[src/rtl/mc8051_mem_arb_pkg.sv]
// Shared constants and types for the mc8051 external memory arbiter.
// Holds the arbiter state encoding, requester IDs and bus widths, plus
// small helpers that convert between requester IDs and one-hot grants.
package mc8051_mem_arb_pkg;

   localparam int ADDR_W = 16;
   localparam int DATA_W = 8;

   typedef enum logic [1:0] {
      ARB_IDLE   = 2'd0,
      ARB_WAIT   = 2'd1,
      ARB_ACCESS = 2'd2
   } arb_state_e;

   typedef logic [1:0] req_id_t;

   localparam req_id_t REQ_S2 = 2'd0;
   localparam req_id_t REQ_S3 = 2'd1;
   localparam req_id_t REQ_S5 = 2'd2;

   // Bit position in every 3-bit requester vector is the requester ID.
   function automatic logic [2:0] id_to_onehot(input req_id_t id);
      logic [2:0] oh;
      oh = 3'b000;
      case (id)
         REQ_S2:  oh = 3'b001;
         REQ_S3:  oh = 3'b010;
         REQ_S5:  oh = 3'b100;
         default: oh = 3'b000;
      endcase
      return oh;
   endfunction

   function automatic req_id_t onehot_to_id(input logic [2:0] oh);
      req_id_t id;
      id = REQ_S2;
      if (oh[REQ_S5])      id = REQ_S5;
      else if (oh[REQ_S3]) id = REQ_S3;
      return id;
   endfunction

endpackage

[src/rtl/mc8051_mem_arb_if.sv]
// Bus bundle between the core pipeline stages, the arbiter and memory.
// Optional macro MC8051_MEM_TIMEOUT_EN adds the o_err timeout pulse.
interface mc8051_mem_arb_if;
   import mc8051_mem_arb_pkg::*;

   logic              i_s2_req;
   logic [ADDR_W-1:0] i_s2_addr;
   logic              i_s3_req;
   logic [ADDR_W-1:0] i_s3_addr;
   logic              i_s5_req;
   logic [ADDR_W-1:0] i_s5_addr;
   logic [DATA_W-1:0] i_s5_wdata;
   logic              o_s2_ack;
   logic              o_s3_ack;
   logic              o_s5_ack;
   logic [DATA_W-1:0] o_rdata;
   logic [ADDR_W-1:0] o_mem_addr;
   logic [DATA_W-1:0] o_mem_wdata;
   logic              o_mem_rd;
   logic              o_mem_wr;
   logic [DATA_W-1:0] i_mem_rdata;
   logic              i_mem_ready;
   logic              o_stall;
`ifdef MC8051_MEM_TIMEOUT_EN
   logic              o_err;
`endif

   // Arbiter side
   modport slave (
      input  i_s2_req, i_s2_addr, i_s3_req, i_s3_addr,
      input  i_s5_req, i_s5_addr, i_s5_wdata, i_mem_rdata, i_mem_ready,
      output o_s2_ack, o_s3_ack, o_s5_ack, o_rdata,
      output o_mem_addr, o_mem_wdata, o_mem_rd, o_mem_wr, o_stall
`ifdef MC8051_MEM_TIMEOUT_EN
      , output o_err
`endif
   );

   // Core and memory side
   modport master (
      output i_s2_req, i_s2_addr, i_s3_req, i_s3_addr,
      output i_s5_req, i_s5_addr, i_s5_wdata, i_mem_rdata, i_mem_ready,
      input  o_s2_ack, o_s3_ack, o_s5_ack, o_rdata,
      input  o_mem_addr, o_mem_wdata, o_mem_rd, o_mem_wr, o_stall
`ifdef MC8051_MEM_TIMEOUT_EN
      , input o_err
`endif
   );

endinterface

[src/rtl/mc8051_mem_arb_prio.sv]
// Fixed-priority 3-way encoder: S5 beats S3 beats S2. Masked requesters
// are ignored so a stage whose ack is in flight cannot be granted twice.
module mc8051_mem_arb_prio
   import mc8051_mem_arb_pkg::*;
(
   input  logic [2:0] req_i,
   input  logic [2:0] mask_i,
   output logic [2:0] grant_o
);

   logic [2:0] availVec;

   // Pick the oldest pipeline stage among the unmasked requesters
   always_comb begin
      availVec = req_i & ~mask_i;
      grant_o  = 3'b000;
      if (availVec[REQ_S5])      grant_o[REQ_S5] = 1'b1;
      else if (availVec[REQ_S3]) grant_o[REQ_S3] = 1'b1;
      else if (availVec[REQ_S2]) grant_o[REQ_S2] = 1'b1;
   end

endmodule

[src/rtl/mc8051_mem_arb.sv]
// mc8051 external memory arbiter: serialises S2/S3 reads and S5 writes
// onto the single memory port, inserts wait states, issues acks and the
// core stall. Optional macro MC8051_MEM_TIMEOUT_EN aborts accesses that
// see no i_mem_ready within TIMEOUT cycles and pulses o_err.
module mc8051_mem_arb
   import mc8051_mem_arb_pkg::*;
#(
   parameter int WAIT_CYCLES = 0
`ifdef MC8051_MEM_TIMEOUT_EN
   , parameter int TIMEOUT = 64
`endif
)(
   input logic              i_clk,
   input logic              i_rst_n,
   mc8051_mem_arb_if.slave  bus
);

   localparam logic [3:0] WAIT_LOAD = (WAIT_CYCLES > 0) ? 4'(WAIT_CYCLES - 1) : 4'd0;
`ifdef MC8051_MEM_TIMEOUT_EN
   localparam logic [15:0] TO_LAST = 16'(TIMEOUT - 1);
`endif

   arb_state_e        state_q, state_d;
   req_id_t           win_q, win_d;
   logic [ADDR_W-1:0] addr_q, addr_d;
   logic [DATA_W-1:0] wdata_q, wdata_d;
   logic [DATA_W-1:0] rdata_q, rdata_d;
   logic              rd_q, rd_d;
   logic              wr_q, wr_d;
   logic [2:0]        ack_q, ack_d;
   logic              stall_q, stall_d;
   logic [3:0]        wait_cnt_q, wait_cnt_d;
`ifdef MC8051_MEM_TIMEOUT_EN
   logic [15:0]       to_cnt_q, to_cnt_d;
   logic              err_q, err_d;
`endif

   logic [2:0] reqVec;
   logic [2:0] grantVec;

   assign reqVec[REQ_S2] = bus.i_s2_req;
   assign reqVec[REQ_S3] = bus.i_s3_req;
   assign reqVec[REQ_S5] = bus.i_s5_req;

   mc8051_mem_arb_prio u_prio (
      .req_i   (reqVec),
      .mask_i  (ack_q),
      .grant_o (grantVec)
   );

   // Next-state decode: grant in IDLE, count wait states, complete on ready
   always_comb begin
      state_d    = state_q;
      win_d      = win_q;
      addr_d     = addr_q;
      wdata_d    = wdata_q;
      rdata_d    = rdata_q;
      rd_d       = rd_q;
      wr_d       = wr_q;
      ack_d      = 3'b000;
      wait_cnt_d = wait_cnt_q;
`ifdef MC8051_MEM_TIMEOUT_EN
      to_cnt_d   = to_cnt_q;
      err_d      = 1'b0;
`endif
      case (state_q)
         ARB_IDLE: begin
            if (|grantVec) begin
               win_d = onehot_to_id(grantVec);
               if (grantVec[REQ_S5]) begin
                  addr_d  = bus.i_s5_addr;
                  wdata_d = bus.i_s5_wdata;
                  wr_d    = 1'b1;
               end else if (grantVec[REQ_S3]) begin
                  addr_d = bus.i_s3_addr;
                  rd_d   = 1'b1;
               end else begin
                  addr_d = bus.i_s2_addr;
                  rd_d   = 1'b1;
               end
               wait_cnt_d = WAIT_LOAD;
`ifdef MC8051_MEM_TIMEOUT_EN
               to_cnt_d   = 16'd0;
`endif
               state_d = (WAIT_CYCLES > 0) ? ARB_WAIT : ARB_ACCESS;
            end
         end
         ARB_WAIT: begin
            if (wait_cnt_q == 4'd0) state_d = ARB_ACCESS;
            else                    wait_cnt_d = wait_cnt_q - 4'd1;
         end
         ARB_ACCESS: begin
            if (bus.i_mem_ready) begin
               rd_d    = 1'b0;
               wr_d    = 1'b0;
               ack_d   = id_to_onehot(win_q);
               if (rd_q) rdata_d = bus.i_mem_rdata;
               state_d = ARB_IDLE;
            end
`ifdef MC8051_MEM_TIMEOUT_EN
            else if (to_cnt_q == TO_LAST) begin
               rd_d    = 1'b0;
               wr_d    = 1'b0;
               ack_d   = id_to_onehot(win_q);
               err_d   = 1'b1;
               if (rd_q) rdata_d = 8'hFF;
               state_d = ARB_IDLE;
            end else begin
               to_cnt_d = to_cnt_q + 16'd1;
            end
`endif
         end
         default: state_d = ARB_IDLE;
      endcase
      stall_d = (state_d != ARB_IDLE) || (|(reqVec & ~ack_q));
   end

   // State and output registers, cleared immediately by reset
   always_ff @(posedge i_clk or negedge i_rst_n) begin
      if (!i_rst_n) begin
         state_q    <= ARB_IDLE;
         win_q      <= REQ_S2;
         addr_q     <= '0;
         wdata_q    <= '0;
         rdata_q    <= '0;
         rd_q       <= 1'b0;
         wr_q       <= 1'b0;
         ack_q      <= 3'b000;
         stall_q    <= 1'b0;
         wait_cnt_q <= 4'd0;
`ifdef MC8051_MEM_TIMEOUT_EN
         to_cnt_q   <= 16'd0;
         err_q      <= 1'b0;
`endif
      end else begin
         state_q    <= state_d;
         win_q      <= win_d;
         addr_q     <= addr_d;
         wdata_q    <= wdata_d;
         rdata_q    <= rdata_d;
         rd_q       <= rd_d;
         wr_q       <= wr_d;
         ack_q      <= ack_d;
         stall_q    <= stall_d;
         wait_cnt_q <= wait_cnt_d;
`ifdef MC8051_MEM_TIMEOUT_EN
         to_cnt_q   <= to_cnt_d;
         err_q      <= err_d;
`endif
      end
   end

   assign bus.o_s2_ack    = ack_q[REQ_S2];
   assign bus.o_s3_ack    = ack_q[REQ_S3];
   assign bus.o_s5_ack    = ack_q[REQ_S5];
   assign bus.o_rdata     = rdata_q;
   assign bus.o_mem_addr  = addr_q;
   assign bus.o_mem_wdata = wdata_q;
   assign bus.o_mem_rd    = rd_q;
   assign bus.o_mem_wr    = wr_q;
   assign bus.o_stall     = stall_q;
`ifdef MC8051_MEM_TIMEOUT_EN
   assign bus.o_err       = err_q;
`endif

endmodule

[src/flat_wrapper.sv]
// flat-port wrapper written by rule: the top's interface ports become plain ports
module mc8051_mem_arb_flat import mc8051_mem_arb_pkg::*;
#(
   parameter int WAIT_CYCLES = 0

)
  (i_clk, i_rst_n, bus_i_s2_req, bus_i_s2_addr, bus_i_s3_req, bus_i_s3_addr, bus_i_s5_req, bus_i_s5_addr, bus_i_s5_wdata, bus_i_mem_rdata, bus_i_mem_ready, bus_o_s2_ack, bus_o_s3_ack, bus_o_s5_ack, bus_o_rdata, bus_o_mem_addr, bus_o_mem_wdata, bus_o_mem_rd, bus_o_mem_wr, bus_o_stall);
  mc8051_mem_arb_if bus_i ();
  input logic i_clk;
  input logic i_rst_n;
  input wire logic [$bits(bus_i.i_s2_req)-1:0] bus_i_s2_req;
  input wire logic [$bits(bus_i.i_s2_addr)-1:0] bus_i_s2_addr;
  input wire logic [$bits(bus_i.i_s3_req)-1:0] bus_i_s3_req;
  input wire logic [$bits(bus_i.i_s3_addr)-1:0] bus_i_s3_addr;
  input wire logic [$bits(bus_i.i_s5_req)-1:0] bus_i_s5_req;
  input wire logic [$bits(bus_i.i_s5_addr)-1:0] bus_i_s5_addr;
  input wire logic [$bits(bus_i.i_s5_wdata)-1:0] bus_i_s5_wdata;
  input wire logic [$bits(bus_i.i_mem_rdata)-1:0] bus_i_mem_rdata;
  input wire logic [$bits(bus_i.i_mem_ready)-1:0] bus_i_mem_ready;
  output wire logic [$bits(bus_i.o_s2_ack)-1:0] bus_o_s2_ack;
  output wire logic [$bits(bus_i.o_s3_ack)-1:0] bus_o_s3_ack;
  output wire logic [$bits(bus_i.o_s5_ack)-1:0] bus_o_s5_ack;
  output wire logic [$bits(bus_i.o_rdata)-1:0] bus_o_rdata;
  output wire logic [$bits(bus_i.o_mem_addr)-1:0] bus_o_mem_addr;
  output wire logic [$bits(bus_i.o_mem_wdata)-1:0] bus_o_mem_wdata;
  output wire logic [$bits(bus_i.o_mem_rd)-1:0] bus_o_mem_rd;
  output wire logic [$bits(bus_i.o_mem_wr)-1:0] bus_o_mem_wr;
  output wire logic [$bits(bus_i.o_stall)-1:0] bus_o_stall;
  assign bus_i.i_s2_req = bus_i_s2_req;
  assign bus_i.i_s2_addr = bus_i_s2_addr;
  assign bus_i.i_s3_req = bus_i_s3_req;
  assign bus_i.i_s3_addr = bus_i_s3_addr;
  assign bus_i.i_s5_req = bus_i_s5_req;
  assign bus_i.i_s5_addr = bus_i_s5_addr;
  assign bus_i.i_s5_wdata = bus_i_s5_wdata;
  assign bus_i.i_mem_rdata = bus_i_mem_rdata;
  assign bus_i.i_mem_ready = bus_i_mem_ready;
  assign bus_o_s2_ack = bus_i.o_s2_ack;
  assign bus_o_s3_ack = bus_i.o_s3_ack;
  assign bus_o_s5_ack = bus_i.o_s5_ack;
  assign bus_o_rdata = bus_i.o_rdata;
  assign bus_o_mem_addr = bus_i.o_mem_addr;
  assign bus_o_mem_wdata = bus_i.o_mem_wdata;
  assign bus_o_mem_rd = bus_i.o_mem_rd;
  assign bus_o_mem_wr = bus_i.o_mem_wr;
  assign bus_o_stall = bus_i.o_stall;
  mc8051_mem_arb #(.WAIT_CYCLES(WAIT_CYCLES)) u_core (.i_clk(i_clk), .i_rst_n(i_rst_n), .bus(bus_i));
endmodule
[config.mk]
export PLATFORM = sky130hd
export DESIGN_NAME = mc8051_mem_arb_flat
export DESIGN_NICKNAME = d
export VERILOG_FILES = /design/src/rtl/mc8051_mem_arb_pkg.sv /design/src/rtl/mc8051_mem_arb_if.sv /design/src/rtl/mc8051_mem_arb_prio.sv /design/src/rtl/mc8051_mem_arb.sv /design/src/flat_wrapper.sv
export SDC_FILE = /design/constraint.sdc
export NUM_CORES = 1
export LEC_CHECK = 0
export ABC_AREA = 1
export CAP_MARGIN = 20
export CORE_MARGIN = 1
export CORE_UTILIZATION = 52
export DETAILED_ROUTE_END_ITERATION = 6
export DONT_BUFFER_PORTS = 1
export HOLD_SLACK_MARGIN = 0.1
export PLACE_DENSITY_LB_ADDON = 0.25
export SLEW_MARGIN = 20
export SYNTH_ARGS = -nofsm -noshare
export SYNTH_HDL_FRONTEND = slang
export SYNTH_HIERARCHICAL = 1
export SYNTH_SLANG_ARGS = --single-unit
[constraint.sdc]
create_clock -name i_clk -period 1.75 [get_ports i_clk]
set_clock_uncertainty 0.05 [all_clocks]
set_input_delay 0.2625 -clock i_clk [delete_from_list [all_inputs] [get_ports i_clk]]
set_output_delay 0.2625 -clock i_clk [all_outputs]
set_load 0.005 [all_outputs]
## After elaboration in Yosys (flattened, before gate mapping)

Cells that the tools add are included.

- Bits of input ports: 70
- Register bits: 46
- Output and inout port bits: 38

- Reduce and logical (&&, ||, !) cells: 15
- Equality and inequality tests: 9
- Mux-type cells: 26
- $add $sub $neg: 1
- Bitwise gates (word level): 2

Operator list:

| kind | number |
|---|---|
| 16-bit two-way mux | 2 |
| 1-bit two-way mux | 10 |
| 2-bit two-way mux | 5 |
| 3-bit one-hot mux with 3 select lines | 1 |
| 3-bit AND reduction | 3 |
| 4-bit two-way mux | 2 |
| 4-bit one-hot mux with 2 select lines | 1 |
| 4-bit AND reduction | 2 |
| 3-bit two-way mux | 2 |
| 2-bit inequality test (second input constant) | 3 |
| 2-bit one-hot mux with 3 select lines | 1 |
| 2-bit nonzero test | 3 |
| 3-bit OR reduction | 2 |
| 2-bit by 1-bit == test with 1-bit output (second input constant) | 2 |
| 2-bit == test (second input constant) | 2 |
| 2-bit logical NOT | 2 |
| 4-bit logical NOT | 1 |
| 2-bit by 1-bit inequality test with 1-bit output (second input constant) | 2 |
| 1-bit one-hot mux with 2 select lines | 2 |
| 4-bit by 1-bit subtractor with 4-bit output (second input constant) | 1 |
| 3-bit bitwise AND | 1 |
| 3-bit inverter | 1 |
| 2-bit AND reduction | 1 |
| 1-bit logical OR | 1 |

## Depth between registers and ports, before layout

- Depth after elaboration: 10
- Gate-level depth with buffers: 10
- Gate-level depth less buffers: 10

## Hierarchy

The synthesis kept the hierarchy.

Modules (own cells, without submodules):

| module | area each (um2) | seq. area each (um2) | instances | cells each |
|---|---|---|---|---|
| mc8051_mem_arb | 2210.9 | 1151.1 | 1 | 269 |
| mc8051_mem_arb_prio | 46.3 | 0.0 | 1 | 9 |

## Least setup slack after synthesis

Ideal clock, no wire load.

- Path kind: register to register
- Start point: register u_core.ack_q[2]
- End point: register u_core.stall_q (netlist: u_core/bus.o_stall)
- Arrival: 1.282 ns
- Slack: 0.294 ns
- Buffers on the path: 1
- Cell stages (with the launch flop): 10
- Clock period less this slack: 1.456 ns
- Required time: 1.576 ns
- Library setup time: 0.124 ns
- Path through: dfrtp_1 -> nor2_4 -> nor2_1 -> buf_6 -> nor2_4 -> nand2_1 -> nand2_2 -> o21ai_1 -> nor2_1 -> nand2_1

- Word-level cells in the longest chain between the ends: 8

RTL lines:

| what | RTL line | RTL |
|---|---|---|
| start, declared | mc8051_mem_arb.sv:30 | `logic [2:0] ack_q, ack_d;` |
| start signal, assigned | mc8051_mem_arb.sv:143 | `ack_q <= ack_d;` |
| 3-bit inverter | mc8051_mem_arb_prio.sv:15 | `availVec = req_i & ~mask_i;` |
| 3-bit bitwise AND | mc8051_mem_arb_prio.sv:15 |  |
| 1-bit two-way mux | mc8051_mem_arb_prio.sv:17 | `if (availVec[REQ_S5]) grant_o[REQ_S5] = 1'b1;` |
| via u_core.grantVec[2] | mc8051_mem_arb.sv:39 | `logic [2:0] grantVec;` |
| 3-bit OR reduction | mc8051_mem_arb.sv:68 | `if (\|grantVec) begin` |
| 2-bit two-way mux | mc8051_mem_arb.sv:68 |  |
| 2-bit one-hot mux with 3 select lines | mc8051_mem_arb.sv:66 | `case (state_q)` |
| 2-bit nonzero test | mc8051_mem_arb.sv:115 | `stall_d = (state_d != ARB_IDLE) \|\| (\|(reqVec & ~ack_q));` |
| 1-bit logical OR | mc8051_mem_arb.sv:115 |  |
| via u_core.stall_d | mc8051_mem_arb.sv:31 | `logic stall_q, stall_d;` |
| end signal, assigned | mc8051_mem_arb.sv:144 | `stall_q <= stall_d;` |
| end, declared | mc8051_mem_arb.sv:31 |  |

The timed path passes the listed nets, and every way through them passes these cells.
A chain may end at the register's enable or synchronous reset.

## Worst setup path after layout

- Start point: register u_core.ack_q[2]
- End point: register u_core.addr_q[9] (netlist: u_core/bus.o_mem_addr[9])

- Word-level cells in the longest chain between the ends: 5

RTL lines:

| what | RTL line | RTL |
|---|---|---|
| 3-bit inverter * | mc8051_mem_arb_prio.sv:15 |  |
| 3-bit bitwise AND * | mc8051_mem_arb_prio.sv:15 |  |
| 1-bit two-way mux * | mc8051_mem_arb_prio.sv:17 |  |
| via u_core.grantVec[2] | mc8051_mem_arb.sv:39 |  |
| 3-bit OR reduction | mc8051_mem_arb.sv:68 |  |
| 2-bit AND reduction (no source line) | n/a |  |
| end signal, assigned | mc8051_mem_arb.sv:138 | `addr_q <= addr_d;` |
| end, declared | mc8051_mem_arb.sv:25 | `logic [ADDR_W-1:0] addr_q, addr_d;` |

Mark *: on every way through the listed nets, which the timed path passes. The rest lies on a longest branch.

==> flow_summary.json <==
{
  "clkSinkCount": 46,
  "grt_pass1_vias": 1831,
  "placed_area_mm2": 0.002271,
  "cts_buffer_depth": 2,
  "power_density_mw_per_mm2": 1363,
  "hold_violations": 0,
  "fin_area_mm2": 0.002733,
  "start_util": 0.5524,
  "fin_ws_ns": 0.1441,
  "grt_max_degree": 47,
  "fin_cells": 366,
  "fill_cells": 345,
  "synth.top_cell.area_share": 0.5100,
  "slew_violations": 0,
  "cts_buffers": 5,
  "htreeDepth": 2,
  "postSynthCellCount": 278,
  "drt-pass1-iter-count": 4,
  "die_area_mm2": 0.004608,
  "die_y_um": 67.89,
  "critical_path_arrival_ns": 1.74,
  "drt-initial-drc-count": 125,
  "crit_fanout": 33,
  "period_minus_slack_ns": 1.606,
  "synth_top_flop_cell": "dfrtp_1",
  "yosysWarningCount": 6,
  "setup_viol": 0,
  "ir_drop_v": 0.0006743,
  "core_area_mm2": 0.004086,
  "drt_wl_total_um": 5422,
  "insertion_delay_ns": 0.29,
  "gp_congestion": 0.7852,
  "synth_commonest_cells": "nand2_1, dfrtp_1, nand3_1",
  "cap_violations": 0,
  "hp-class": "in -> reg",
  "path_cells": "nor2_4 -> buf_4 -> inv_2 -> nand2_1 -> o211ai_1 -> nand2_1",
  "diodes": 0,
  "grt_remaining_overflow": 0,
  "power.leakage_nw": 1.400,
  "timing.fmax_mhz": 622.7,
  "start_kind": "register",
  "die_w_um": 67.89,
  "netlist_area_mm2": 0.002257,
  "synth_most_common_cell": "nand2_1",
  "grt_pass1_wl_um": 8404,
  "dp_slack_ns": 0.005835,
  "final_layout_size_suffix_gt1_frac": 0.1013,
  "place_hpwl_um": 3429,
  "synthArstFlopShare": 1.000,
  "syn_to_final_growth_pct": 21.06,
  "synth.ff_latch_count": 46,
  "grt_antenna_before_repair": 0,
  "wl_per_cell_um": 14.81,
  "cp_common_cell": "nand2_1",
  "crit_required_ns": 1.88,
  "synth_cell_types": 24,
  "ant_nets": 0,
  "avgViaCountPerCell": 5.396,
  "layout.nets": 387,
  "status": "completed",
  "io_buffer_count": 0,
  "seq_area_frac_synth": 0.5100,
  "syn_nets": 349,
  "grt_use_total": 0.2488,
  "path_buf_inv": 2,
  "tns_ns": 0,
  "drcViolationCount": 0,
  "crit_slowest_cell": "dfrtp_1",
  "cp-end-kind": "register",
  "slew_headroom": 0.6553,
  "cts.clk_slew.worst_paths_ns": 0.08,
  "synth.avg_cell_area_um2": 8.119,
  "synth_edf_count": 0,
  "critical_path_class": "reg -> reg",
  "cts_tree": "built",
  "rows": 23,
  "critical_path.max_stage_delay_ns": 0.43,
  "num_vias": 1975,
  "clock-root-buffer": "clkbuf_8",
  "synth_area_leader_cell": "dfrtp_1",
  "synth.area.top_cells": "dfrtp_1, nand2_1, nand3_1",
  "boundaryPins": 108,
  "worst_pin_slew_ns": 0.5163,
  "dp_cells": 322,
  "fin_crit_sh": 0.9176,
  "crit_family": "buffers and inverters"
}
per-stage QoR:
| step | hold WS [ns] | power [mW] | util |
|---|---|---|---|
| global placement | -0.08194 | 2.981 | 0.5557 |
| global route | 0.1695 | 4.043 | 0.6687 |
| floorplan | -0.08309 | 2.746 | - |
| detailed placement | -0.08189 | 3.013 | 0.5557 |
| CTS | 0.1444 | 3.721 | 0.6626 |
| finish | 0.1487 | 3.725 | 0.6687 |
sequential cells by signal, summed over array words and instances, names as in the netlist:
register / flops
u_core/bus.o_mem_addr: 16
u_core/bus.o_mem_wdata: 8
u_core/bus.o_rdata: 8
u_core/wait_cnt_q: 4
u_core/ack_q: 3
u_core/state_q: 2
u_core/win_q: 2
u_core/bus.o_mem_rd: 1
u_core/bus.o_mem_wr: 1
u_core/bus.o_stall: 1
layout by cell type (no fill, tap or decap), types with 5 or more instances in the layout:
| cell type | Yosys | routed |
|---|---|---|
| dfrtp_1 | 46 | 46 |
| nand3_1 | 32 | 32 |
| inv_2 | 5 | 6 |
| clkbuf_8 | 0 | 5 |
| inv_1 | 17 | 16 |
| nand2_1 | 116 | 116 |
| nor2_1 | 11 | 10 |
| dlygate4sd3_1 | 0 | 33 |
| buf_4 | 3 | 7 |
| o211ai_1 | 16 | 16 |
tightest hold or removal path: cells and delay by family:
kind          cells  cell delay (ns)
buf+inv           1             0.02
simple gates      3             0.18
path summary, 6_finish.rpt:
kind                            startpoint                  endpoint  slack [ns]  cells after the start
min in group asynchronous          i_rst_n  u_core/bus.o_mem_addr[9]        0.43                      2
min                           bus_i_s3_req        u_core/bus.o_stall        0.15                      4
max                        u_core/ack_q[2]  u_core/bus.o_mem_addr[9]        0.14                      6
max in group asynchronous          i_rst_n      u_core/wait_cnt_q[0]        1.00                      2
max reg2reg                u_core/ack_q[2]  u_core/bus.o_mem_addr[9]        0.14                      6
min reg2reg                u_core/win_q[1]           u_core/ack_q[0]        0.42                      1
metal layers:
metal  track usage  share of wire
met4       0.08333          0.012
met3       0.07833          0.083
met5             0              0
met1        0.3158           0.41
met2        0.4010           0.50
power by group:
part / switching, mW / internal, mW
registers: 0.381 / 1.50
clock network: 0.347 / 0.269
logic: 0.741 / 0.490
total: 1.47 / 2.26
logic make-up after synthesis:
group                    share of synthesized area
buffers and inverters                      0.08037
flip-flops                                  0.5100
AO/OA/AOI/OAI                              0.08260
AND/OR/NAND/NOR                             0.3215
adder cells (fa/ha/maj)                   0.005542
what timing repair did:
item                       4_1_cts  5_1_grt
hold buffers                    34        0
hold endpoints to repair        78        0
buffers inserted                 0        3
setup endpoints to repair        2       20
pin swaps                        0        1
gates resized for setup          1        1
cell type report:
class	count	area [um^2]	area share
well taps	50	62.56	0.02289
repair buffers	42	430.4	0.1575
clock buffers	5	68.82	0.02518
multi-input cells	199	927.1	0.3393
flip-flops and latches	46	1151	0.4212
inverters	22	82.58	0.03022
clock inverters	2	10.01	0.003663
Power figures use the tool's default switching activity.
